`src/rtl/sn76489_psg.sv`:
```
// SN76489-style programmable sound generator.
// Three square-wave tone channels and one LFSR noise channel are mixed
// through a 16-step attenuation table into a registered 10-bit output.
module sn76489_psg (
    input  logic       clk,
    input  logic       reset_n,
    input  logic       ce,
    input  logic       wr,
    input  logic [7:0] din,
    output logic [9:0] audio_out
);

    logic [2:0][9:0] tone_q;
    logic [3:0][3:0] att_q;
    logic [2:0]      noiseCtl_q;
    logic [1:0]      latchCh_q;
    logic            latchType_q;
    logic [3:0]      prescale_q;
    logic [2:0][9:0] toneCnt_q;
    logic [2:0]      toneOut_q;
    logic [9:0]      noiseCnt_q;
    logic            noiseFf_q;
    logic [14:0]     lfsr_q;
    logic [9:0]      audio_q;

    logic            tick;
    logic            noiseCtlWr;
    logic [9:0]      noisePeriod;
    logic            lfsrFb;
    logic [2:0]      toneBit;
    logic [9:0]      audio_d;

    // Attenuation step to linear amplitude; step 15 is silence.
    function automatic logic [7:0] volLut(input logic [3:0] a);
        logic [7:0] v;
        case (a)
            4'd0:    v = 8'd255;
            4'd1:    v = 8'd203;
            4'd2:    v = 8'd161;
            4'd3:    v = 8'd128;
            4'd4:    v = 8'd102;
            4'd5:    v = 8'd81;
            4'd6:    v = 8'd64;
            4'd7:    v = 8'd51;
            4'd8:    v = 8'd40;
            4'd9:    v = 8'd32;
            4'd10:   v = 8'd26;
            4'd11:   v = 8'd20;
            4'd12:   v = 8'd16;
            4'd13:   v = 8'd13;
            4'd14:   v = 8'd10;
            default: v = 8'd0;
        endcase
        return v;
    endfunction

    // Tick generation, noise-control write detect, noise period select and the mix sum.
    always_comb begin
        tick       = ce && (prescale_q == 4'hF);
        noiseCtlWr = wr && (din[7] ? ((din[6:5] == 2'd3) && !din[4])
                                   : ((latchCh_q == 2'd3) && !latchType_q));
        case (noiseCtl_q[1:0])
            2'd0:    noisePeriod = 10'd16;
            2'd1:    noisePeriod = 10'd32;
            2'd2:    noisePeriod = 10'd64;
            default: noisePeriod = tone_q[2];
        endcase
        lfsrFb  = noiseCtl_q[2] ? (lfsr_q[0] ^ lfsr_q[1]) : lfsr_q[0];
        toneBit = '0;
        audio_d = '0;
        for (int n = 0; n < 3; n++) begin
            toneBit[n] = toneOut_q[n] | (tone_q[n] <= 10'd1);
            if (toneBit[n]) begin
                audio_d = audio_d + {2'b00, volLut(att_q[n])};
            end
        end
        if (lfsr_q[0]) begin
            audio_d = audio_d + {2'b00, volLut(att_q[3])};
        end
    end

    // CPU register file: latch bytes select a register, data bytes fill tone high bits.
    always_ff @(posedge clk or negedge reset_n) begin
        if (!reset_n) begin
            tone_q      <= '0;
            att_q       <= {4{4'hF}};
            noiseCtl_q  <= '0;
            latchCh_q   <= '0;
            latchType_q <= 1'b0;
        end else if (wr) begin
            if (din[7]) begin
                latchCh_q   <= din[6:5];
                latchType_q <= din[4];
                if (din[4]) begin
                    att_q[din[6:5]] <= din[3:0];
                end else if (din[6:5] == 2'd3) begin
                    noiseCtl_q <= din[2:0];
                end else begin
                    for (int n = 0; n < 3; n++) begin
                        if (din[6:5] == 2'(n)) tone_q[n][3:0] <= din[3:0];
                    end
                end
            end else begin
                if (latchType_q) begin
                    att_q[latchCh_q] <= din[3:0];
                end else if (latchCh_q == 2'd3) begin
                    noiseCtl_q <= din[2:0];
                end else begin
                    for (int n = 0; n < 3; n++) begin
                        if (latchCh_q == 2'(n)) tone_q[n][9:4] <= din[5:0];
                    end
                end
            end
        end
    end

    // Prescaler and tone counters; a period of 0 or 1 parks the output high.
    always_ff @(posedge clk or negedge reset_n) begin
        if (!reset_n) begin
            prescale_q <= '0;
            toneCnt_q  <= '0;
            toneOut_q  <= '1;
        end else begin
            if (ce) prescale_q <= prescale_q + 4'd1;
            if (tick) begin
                for (int n = 0; n < 3; n++) begin
                    if (toneCnt_q[n] <= 10'd1) begin
                        toneCnt_q[n] <= tone_q[n];
                        toneOut_q[n] <= (tone_q[n] <= 10'd1) ? 1'b1 : ~toneOut_q[n];
                    end else begin
                        toneCnt_q[n] <= toneCnt_q[n] - 10'd1;
                    end
                end
            end
        end
    end

    // Noise divider and LFSR; a noise-control write restarts both, winning over a tick.
    always_ff @(posedge clk or negedge reset_n) begin
        if (!reset_n) begin
            noiseCnt_q <= '0;
            noiseFf_q  <= 1'b0;
            lfsr_q     <= 15'h4000;
        end else begin
            if (tick) begin
                if (noiseCnt_q <= 10'd1) begin
                    noiseCnt_q <= noisePeriod;
                    noiseFf_q  <= ~noiseFf_q;
                    if (!noiseFf_q) lfsr_q <= {lfsrFb, lfsr_q[14:1]};
                end else begin
                    noiseCnt_q <= noiseCnt_q - 10'd1;
                end
            end
            if (noiseCtlWr) begin
                noiseCnt_q <= '0;
                lfsr_q     <= 15'h4000;
            end
        end
    end

    // Output register: one clk behind any register or channel-bit change.
    always_ff @(posedge clk or negedge reset_n) begin
        if (!reset_n) audio_q <= '0;
        else          audio_q <= audio_d;
    end

    assign audio_out = audio_q;

endmodule

```
`config.mk`:
```
export PLATFORM = sky130hd
export DESIGN_NAME = sn76489_psg
export DESIGN_NICKNAME = d
export VERILOG_FILES = /design/src/rtl/sn76489_psg.sv
export SDC_FILE = /design/constraint.sdc
export NUM_CORES = 1
export LEC_CHECK = 0
export ABC_AREA = 0
export ABC_CLOCK_PERIOD_IN_PS = 5800
export BUFFER_PORTS_ARGS = -buffer_cell sky130_fd_sc_hd__clkbuf_2
export CAP_MARGIN = 10
export CORE_UTILIZATION = 50
export DETAILED_ROUTE_END_ITERATION = 12
export GPL_TIMING_DRIVEN = 0
export PLACE_DENSITY = 0.66
export SKIP_CTS_REPAIR_TIMING = 1
export SYNTH_ARGS = -nofsm -noshare
export SYNTH_HDL_FRONTEND = slang
export SYNTH_SLANG_ARGS = --single-unit
```
`constraint.sdc`:
```
create_clock -name clk -period 5.8 [get_ports clk]
set_clock_uncertainty 0.1 [all_clocks]
set_input_delay 0.58 -clock clk [delete_from_list [all_inputs] [get_ports clk]]
set_output_delay 0.58 -clock clk [all_outputs]
set_load 0.1 [all_outputs]
```
Yosys cells after proc, flatten, opt, wreduce, memory -nomap -nowiden
Memories as Yosys holds them, arrays and structs flattened.
Index checks and enable logic that the tools add are counted.

storage, ports and cells
  output and inout port bits = 10
  flip-flop bits (word level) = 125
  bits in read-only memories = 512
  bits of input ports = 12
  logic and storage cells = 140
  memories kept = 4

memory list
  name              depth  width  rd ports  clocked after memory_dff  wr ports  RTL line  RTL
  (name not given)  16     8      1         0                         0         36        case (a)
  (name not given)  16     8      1         0                         0         36
  (name not given)  16     8      1         0                         0         36
  (name not given)  16     8      1         0                         0         36

cells by class
  reductions and logical operators = 29
  equal/unequal tests = 14
  bitwise logic cells = 13
  add/sub/neg operators = 8
  order comparisons = 11
  mux-type cells = 37

operator list
  cell                   count
  $mux 10                9
  $le 10x1->1 const B    7
  $mux 15                4
  $mux 16                3
  $sub 10x1->10 const B  4
  $reduce_and 5->1       7
  $bwmux 16              2
  $mux 8                 4
  $add 10x8->10          3
  $pmux 10 s3            1
  $demux 4 s2            2
  $mux 3                 5
  $eq 2x2->1 const B     5
  $reduce_and 2->1       5
  $not 1->1              9
  $mux 4                 2
  $reduce_bool 2->1      4
  $eq 2x1->1 const B     3
  $logic_and 1x1->1      6
  $logic_not 2->1        3
  $lt 2x3->1 const B     2
  $ne 2x2->1 const B     3
  $reduce_and 3->1       2
  $mux 1                 5
  7 further kinds        12

Longest topological paths before layout
Gate-level depths: netlist of run 1.

  depth in word-level cells = 9
  depth in mapped cells = 23
  mapped depth without buffers = 23

Worst setup path before layout of run 1
No wires, ideal clock.

  kind = register -> register
  from = reg att_q[1] (netlist bit)
  to = reg audio_q[9] (netlist: audio_out[9])
  cell stages (with the launch flop) = 23
  path buffers = 0
  data required time = 5.631 ns
  setup slack = 0.777 ns
  data arrival time = 4.853 ns
  setup time = 0.069 ns
  clock period less this slack = 5.023 ns
  path through = dfstp_2 inv_1 ha_1 mux2_2 a21oi_1 nor2_1 ha_1 fa_1 xor2_1 mux2_2 ha_1 o21ai_0 o21bai_1 a21oi_1 mux2i_1 o311ai_0 ha_1 o21a_1 o21a_1 nand2_1 a21o_1 or4_1 nand3_1

on the way
  word-level cells in the longest chain between the ends = 8

ends and longest elaborated chain
  what                             RTL line  RTL
  start, declared                  14        logic [3:0][3:0] att_q;
  start signal, assigned           86        att_q <= {4{4'hF}};
  start signal, assigned by index  95        att_q[din[6:5]] <= din[3:0];
  start signal, assigned by index  105       att_q[latchCh_q] <= din[3:0];
  $mem_v2 16x8 *                   --
  $mux 8 *                         73        if (toneBit[n]) begin
  $add 10x8->10                    74        audio_d = audio_d + {2'b00, volLut(att_q[n])};
  $mux 10 *                        73
  $add 10x8->10                    74
  $mux 10 *                        73
  $add 10x8->10                    78        audio_d = audio_d + {2'b00, volLut(att_q[3])};
  $mux 10 *                        77        if (lfsr_q[0]) begin
  via audio_d[9]                   31        logic [9:0] audio_d;
  end signal, assigned             164       else audio_q <= audio_d;
  end, declared                    24        logic [9:0] audio_q;

The timed path passes the listed nets; every way through them passes the cells marked *.
A chain may end at the register's enable or synchronous reset.

Worst setup path in the final report of run 1
  from = reg tone_q[3] (netlist bit)
  to = reg audio_q[9] (netlist: audio_out[9])

on the way
  word-level cells in the longest chain between the ends = 9

ends and longest elaborated chain
  what                             RTL line  RTL
  start, declared                  13        logic [2:0][9:0] tone_q;
  start signal, assigned by index  100       if (din[6:5] == 2'(n)) tone_q[n][3:0] <= din[3:0];
  start signal, assigned by index  110       if (latchCh_q == 2'(n)) tone_q[n][9:4] <= din[5:0];
  $le 10x1->1 *                    72        toneBit[n] = toneOut_q[n] | (tone_q[n] <= 10'd1);
  $or 1x1->1 *                     72
  $mux 8 *                         73
  $add 10x8->10                    74
  $mux 10 *                        73
  $add 10x8->10                    74
  $mux 10 *                        73
  $add 10x8->10                    78
  $mux 10 *                        77
  via audio_d[9]                   31

Marks and branches as above.

==> results of run 1 <==
flip-flops by register name, summed over array words and instances, names as in the netlist:
register,cells
prescale_q,4
att_q,16
latchCh_q,2
toneOut_q,3
latchType_q,1
noiseFf_q,1
tone_q,30
lfsr_q,15
audio_out,10
noiseCtl_q,3
noiseCnt_q,10
toneCnt_q,30
worst register-to-register path, stage by stage, from the launching register on:
cell and delay [ns]:
dfrtp_1 0.41, nor4_1 0.50, a31oi_2 0.36, nor2_1 0.23
ha_1 0.21, fa_1 0.43, mux2i_2 0.25, inv_1 0.12
ha_1 0.32, a211oi_2 0.31, o21bai_1 0.12, a21oi_1 0.19
mux2i_1 0.22, o311ai_1 0.19, ha_1 0.43, o21a_1 0.14
o21a_1 0.12, nand2_1 0.06, a21o_1 0.22, or4_1 0.47
nand3_1 0.08
power by group through the flow:
stage | combinational [W] | clock, W | sequential [W]
after floorplan | 0.00155 | 0 | 0.00153
after global placement | 0.00208 | 0 | 0.00144
after detailed placement | 0.00211 | 0 | 0.00144
after CTS | 0.00212 | 0.00102 | 0.00143
after global routing | 0.00244 | 0.00105 | 0.00147
final | 0.00217 | 0.00100 | 0.00144
worst paths after layout:
| kind | to | from |
|---|---|---|
| worst max-delay path | audio_out[9]$_DFF_PN0_ | tone_q[3]$_DFFE_PN0P_ |
| worst min-delay path | tone_q[5]$_DFFE_PN0P_ | din[1] |
| worst max register to register | audio_out[9]$_DFF_PN0_ | tone_q[3]$_DFFE_PN0P_ |
| worst min register to register | toneCnt_q[28]$_DFFE_PN0P_ | toneCnt_q[28]$_DFFE_PN0P_ |
| max in group asynchronous | lfsr_q[7]$_DFFE_PN0P_ | reset_n |
| min in group asynchronous | audio_out[5]$_DFF_PN0_ | reset_n |
routing by layer:
layer | wire, um | vias up | share of wire (%) | GRT usage, %
li1 | - | 3297 | - | -
met1 | 9250 | 3165 | 49 | 33.6
met2 | 8810 | 117 | 46 | 38.9
met3 | 598 | 33 | 3.1 | 4.74
met4 | 354 | 0 | 1.9 | 8.10
met5 | 0 | - | 0 | 0
cell usage after synthesis, types with 6 or more instances:
master | count | share of area [%]
a211oi_1 | 21 | 2.0
nor4_1 | 10 | 0.78
nor2b_1 | 10 | 0.78
o21ai_0 | 76 | 4.7
nand3_1 | 14 | 0.87
nand2b_1 | 6 | 0.47
a21o_1 | 14 | 1.3
a21oi_1 | 78 | 4.9
clkbuf_1 | 36 | 1.7
mux2_2 | 59 | 8.3
ha_1 | 51 | 8.0
mux2i_1 | 11 | 1.4
a22oi_1 | 12 | 1.1
o31ai_1 | 8 | 0.75
a31oi_1 | 8 | 0.62
or4_1 | 7 | 0.66
o21a_1 | 7 | 0.66
inv_1 | 35 | 1.6
or3_1 | 6 | 0.47
nor3_1 | 38 | 2.4
dfstp_2 | 20 | 6.6
dfrtp_1 | 105 | 33
nor2_1 | 83 | 3.9
xnor2_1 | 11 | 1.2
o211ai_1 | 6 | 0.56
nand2_1 | 78 | 3.7
final cells by class:
class	instances	area (um^2)	area share (%)
Buffer	44	184	2.03
Inverter	35	131	1.45
Tap cell	211	264	2.92
Timing Repair Buffer	25	166	1.84
Sequential cell	125	3150	34.9
Clock inverter	14	120	1.33
Multi-Input combinational cell	678	4580	50.7
Clock buffer	18	439	4.86
per-stage QoR:
step / area [um^2] / worst slack, ns / cells
after floorplan: 8010 / 0.777 / 882
after global placement: 8380 / 0.0498 / 1113
after detailed placement: 8420 / 0.0519 / 1115
after CTS: 8980 / 0.0244 / 1147
after global routing: 9040 / -0.0312 / 1150
final: 9040 / 0.242 / 1150
cell families (layout without fill, tap and decap cells):
family	count (synthesis)	in the layout	share of synthesized area [%]
AO/OA/AOI/OAI	265	265	20.3
flip-flops	125	125	39.4
XOR/XNOR	15	15	1.64
AND/OR/NAND/NOR	274	274	16.4
adder cells (fa/ha/maj)	54	54	8.71
multiplexers	70	70	9.67
buffers and inverters	79	136	3.90
==> results_dict.tcl, run 1 <==
set metrics [dict create \
    combPwrFrac_pct 47.2 \
    cts_root_buf "clkbuf_16" \
    port-buffer-count 20 \
    hold_path_class "in2reg" \
    seq_area_frac_synth_pct 39.4 \
    ys_seq_elements 125 \
    fin_hold_ws_ns 0.311 \
    grt_pass1_vias 6247 \
    worstHoldPathCells 2 \
    die_w_um 129 \
    p_per_area_nw_per_um2 510 \
    layout_commonest_cell "dfrtp_1" \
    reg2reg_depth 20 \
    dr.pass1.iters 6 \
    clk_path_buf_depth 2 \
    peakVddDrop_v 0.000260 \
    crit_family "compound AO/OA/AOI/OAI gates" \
    setup_viol 0 \
    grt_pass1_wl_mm 31.3 \
    power_w 0.00461 \
    cts_tree "done" \
    p_sw_w 0.00198 \
    clkLatencyLatePin_ns 0.42 \
    slowest_delay_ns 0.50 \
    p_sw_share_pct 43.0 \
    arrival_ns 5.81 \
    drive_gt1_share_pct 16.8 \
    leakagePower_nw 3.95 \
    syn_to_final_growth_pct 12.8 \
    yosysWarnings 0 \
    grt_max_degree 115 \
    final_cell_mix "dfrtp_1, nor2_1, nand2_1, a21oi_1, o21ai_0" \
    ioPinCount 22 \
    intPower_w 0.00263 \
    core_area_um2 15400 \
    seqPwrFrac_pct 31.1 \
    clock.fmax_mhz 180 \
    syn_inst 882 \
    syn_area_um2 8010 \
    die_h_um 129 \
    utilization_pct 58.6 \
    routed_wl_mm 19.0 \
    synth_nets 948 \
    cts_num_sinks 125 \
    required_ns 6.05 \
    final.setup.tns_ns 0 \
    cp-end-kind "flop" \
    grtUsageTotal_pct 24.4 \
    path_class "reg2reg" \
    synth_edf_count 0 \
    gp_congestion 0.865 \
    clockPowerShare_pct 21.7 \
    initial_core_util_pct 51.9 \
    crit_top_cell "ha_1" \
    crit_buf_inv 1 \
    cp_max_fo 9 \
    dp_hpwl_mm 13.3 \
    hold_viol 0 \
    crit_path_start_kind "flop" \
    drt_iter0_drc 349 \
    clk_pin_slew_ns 0.06 \
    r2r_slack_ns 0.24 \
    antenna_found_initial 0 \
    synthDistinctLibCells 60 \
    diodes 0 \
    min_period_ns 5.56 \
    drcViolationCount 0 \
    nets 992 \
    viasPerCell 5.75 \
    drtAntennaViolNets 0 \
    worst_slew_pin_slew_ns 1.00 \
    max_cap_violations 0 \
    slowest_stage "nor4_1" \
    fillers 1406 \
    wl_per_cell_um 16.5 \
    rows 45 \
    syn_area_per_cell_um2 9.08 \
    via_count 6612 \
    drv_slew 0 \
    path_cells "nor4_1 > a31oi_2 > nor2_1 > ha_1 > fa_1 > mux2i_2 > inv_1 > ha_1 > a211oi_2 > o21bai_1 > a21oi_1 > mux2i_1 > o311ai_1 > ha_1 > o21a_1 > o21a_1 > nand2_1 > a21o_1 > or4_1 > nand3_1" \
    gr-total-overflow 0 \
    cts_made_buffers 17 \
    dieArea_um2 16500 \
    cp.depth 20 \
    period_share_pct 95.8 \
    outcome "finished clean" \
    synthFlopType "dfrtp_1" \
    h-tree-depth 4 \
    ys_async_sr_fraction_pct 100 \
    slew_headroom_pct 33.0 \
]
(Power assumes the default switching activity.)
==> run 2, diff against run 1 <==
- CTS_BUF_LIST: default -> sky130_fd_sc_hd__clkbuf_16
==> results_dict.tcl, run 2 (synthesized netlist as in run 1, its figures left out) <==
set metrics [dict create \
    outcome "finished clean" \
    p_sw_share_pct 43.1 \
    r2r_start "tone_q[3]$_DFFE_PN0P_" \
    drtAntennaViolNets 0 \
    clk_path_buf_depth 2 \
    leakagePower_nw 3.94 \
    cts_root_buf "clkbuf_16" \
    drv_slew 0 \
    min_period_ns 5.56 \
    seqPwrFrac_pct 31.2 \
    worstHoldPathCells 2 \
    crit_buf_inv 1 \
    hold_viol 0 \
    path_cells "nor4_1 > a31oi_2 > nor2_1 > ha_1 > fa_1 > mux2i_2 > inv_1 > ha_1 > a211oi_2 > o21bai_1 > a21oi_1 > mux2i_1 > o311ai_1 > ha_1 > o21a_1 > o21a_1 > nand2_1 > a21o_1 > or4_1 > nand3_1" \
    intPower_w 0.00262 \
    drt_iter0_drc 348 \
    rows 45 \
    wl_per_cell_um 16.5 \
    crit_top_cell "ha_1" \
    hold_start "din[1]" \
    final_cell_mix "dfrtp_1, nor2_1, nand2_1, a21oi_1, o21ai_0" \
    nets 992 \
    dr.pass1.iters 6 \
    layout_commonest_cell "dfrtp_1" \
    syn_to_final_growth_pct 12.7 \
    setup_ws_ns 0.242 \
    die_h_um 129 \
    period_share_pct 95.8 \
    peakVddDrop_v 0.000260 \
    clock.fmax_mhz 180 \
    r2r_end "audio_out[9]$_DFF_PN0_" \
    path_class "reg2reg" \
    gr-total-overflow 0 \
    dieArea_um2 16500 \
    ioPinCount 22 \
    cp-end-kind "flop" \
    whs_endpoint "tone_q[5]$_DFFE_PN0P_" \
    required_ns 6.05 \
    hold_path_class "in2reg" \
    reg_top3 "toneCnt_q: 30 flops, tone_q: 30 flops, att_q: 16 flops" \
    grt_max_degree 115 \
    crit_family "compound AO/OA/AOI/OAI gates" \
    cp_max_fo 9 \
    clockPowerShare_pct 21.5 \
    max_cap_violations 0 \
    worst_slew_pin_slew_ns 1.00 \
    slew_headroom_pct 33.0 \
    viasPerCell 5.75 \
    drcViolationCount 0 \
    port-buffer-count 20 \
    routed_wl_mm 19.0 \
    die_w_um 129 \
    cts_tree "done" \
    diodes 0 \
    cts_num_sinks 125 \
    p_sw_w 0.00198 \
    clk_pin_slew_ns 0.06 \
    cts_made_buffers 17 \
    combPwrFrac_pct 47.3 \
    reg2reg_depth 20 \
    clkLatencyLatePin_ns 0.42 \
    gp_congestion 0.865 \
    drive_gt1_share_pct 16.7 \
    setup_viol 0 \
    core_area_um2 15400 \
    via_count 6615 \
    arrival_ns 5.81 \
    grt_pass1_wl_mm 31.3 \
    slowest_stage "nor4_1" \
    slowest_delay_ns 0.50 \
    crit_path_start_kind "flop" \
    r2r_slack_ns 0.24 \
    initial_core_util_pct 51.9 \
    grtUsageTotal_pct 24.4 \
    utilization_pct 58.5 \
    grt_pass1_vias 6247 \
    dp_hpwl_mm 13.3 \
    antenna_found_initial 0 \
    h-tree-depth 4 \
    p_per_area_nw_per_um2 509 \
    post-place-ws_ns 0.0519 \
]
run 2: changes by cell type in the layout (fill, tap and decap cells not counted), sizes merged:
cell,before,now
clkbuf,75,74
clkinv,7,8
run 2: worst max path at each step:
stage	startpoint	endpoint	slack [ns]	cells past startpoint
finish	tone_q[3]$_DFFE_PN0P_	audio_out[9]$_DFF_PN0_	0.24	20
global route	att_q[1]$_DFFE_PN1P_	audio_out[9]$_DFF_PN0_	-0.03	22
CTS	tone_q[3]$_DFFE_PN0P_	audio_out[9]$_DFF_PN0_	0.02	20
detailed placement	tone_q[3]$_DFFE_PN0P_	audio_out[9]$_DFF_PN0_	0.05	20
global placement	tone_q[3]$_DFFE_PN0P_	audio_out[9]$_DFF_PN0_	0.05	20
floorplan	att_q[1]$_DFFE_PN1P_	audio_out[9]$_DFF_PN0_	0.78	22
run 2: through the flow:
step | TNS [ns] | total power, W | hold WS, ns | cell area [um^2] | cells
global route | -0.0312 | 0.00496 | 0.301 | 9030 | 1150
finish | 0 | 0.00460 | 0.311 | 9030 | 1150
global placement | 0 | 0.00352 | 0.364 | 8380 | 1113
floorplan | 0 | 0.00308 | 0.184 | 8010 | 882
detailed placement | 0 | 0.00355 | 0.338 | 8420 | 1115
CTS | 0 | 0.00456 | -0.111 | 8970 | 1147
run 2: worst reg2reg max path: stages (launching register included):
cell      delay [ns]
dfrtp_1         0.41
nor4_1          0.50
a31oi_2         0.36
nor2_1          0.23
ha_1            0.21
fa_1            0.43
mux2i_2         0.25
inv_1           0.12
ha_1            0.32
a211oi_2        0.31
o21bai_1        0.12
a21oi_1         0.19
mux2i_1         0.22
o311ai_1        0.19
ha_1            0.43
o21a_1          0.14
o21a_1          0.12
nand2_1         0.06
a21o_1          0.22
or4_1           0.47
nand3_1         0.08
run 2: power by group through the flow:
| stage | Combinational, W | Sequential [W] | Clock (W) |
|---|---|---|---|
| global placement | 0.00208 | 0.00144 | 0 |
| finish | 0.00218 | 0.00144 | 0.000986 |
| detailed placement | 0.00211 | 0.00144 | 0 |
| floorplan | 0.00155 | 0.00153 | 0 |
| global route | 0.00244 | 0.00147 | 0.00104 |
| CTS | 0.00212 | 0.00143 | 0.00101 |
run 2: layout make-up:
cell class | instances | area, um^2
clock inverters | 15 | 124
inverters | 35 | 131
flip-flops and latches | 125 | 3150
well taps | 211 | 264
repair buffers | 25 | 166
clock buffers | 17 | 425
fillers | 1408 | 6400
plain buffers | 44 | 184
multi-input cells | 678 | 4580
run 2: per-layer routing:
| layer | vias up | track usage (%) | part of all wire, % | routed length [um] |
|---|---|---|---|---|
| li1 | 3297 | - | - | - |
| met1 | 3170 | 33.6 | 49 | 9260 |
| met2 | 115 | 38.9 | 46 | 8820 |
| met3 | 33 | 4.74 | 3.1 | 592 |
| met4 | 0 | 8.10 | 1.9 | 354 |
| met5 | - | 0 | 0 | 0 |
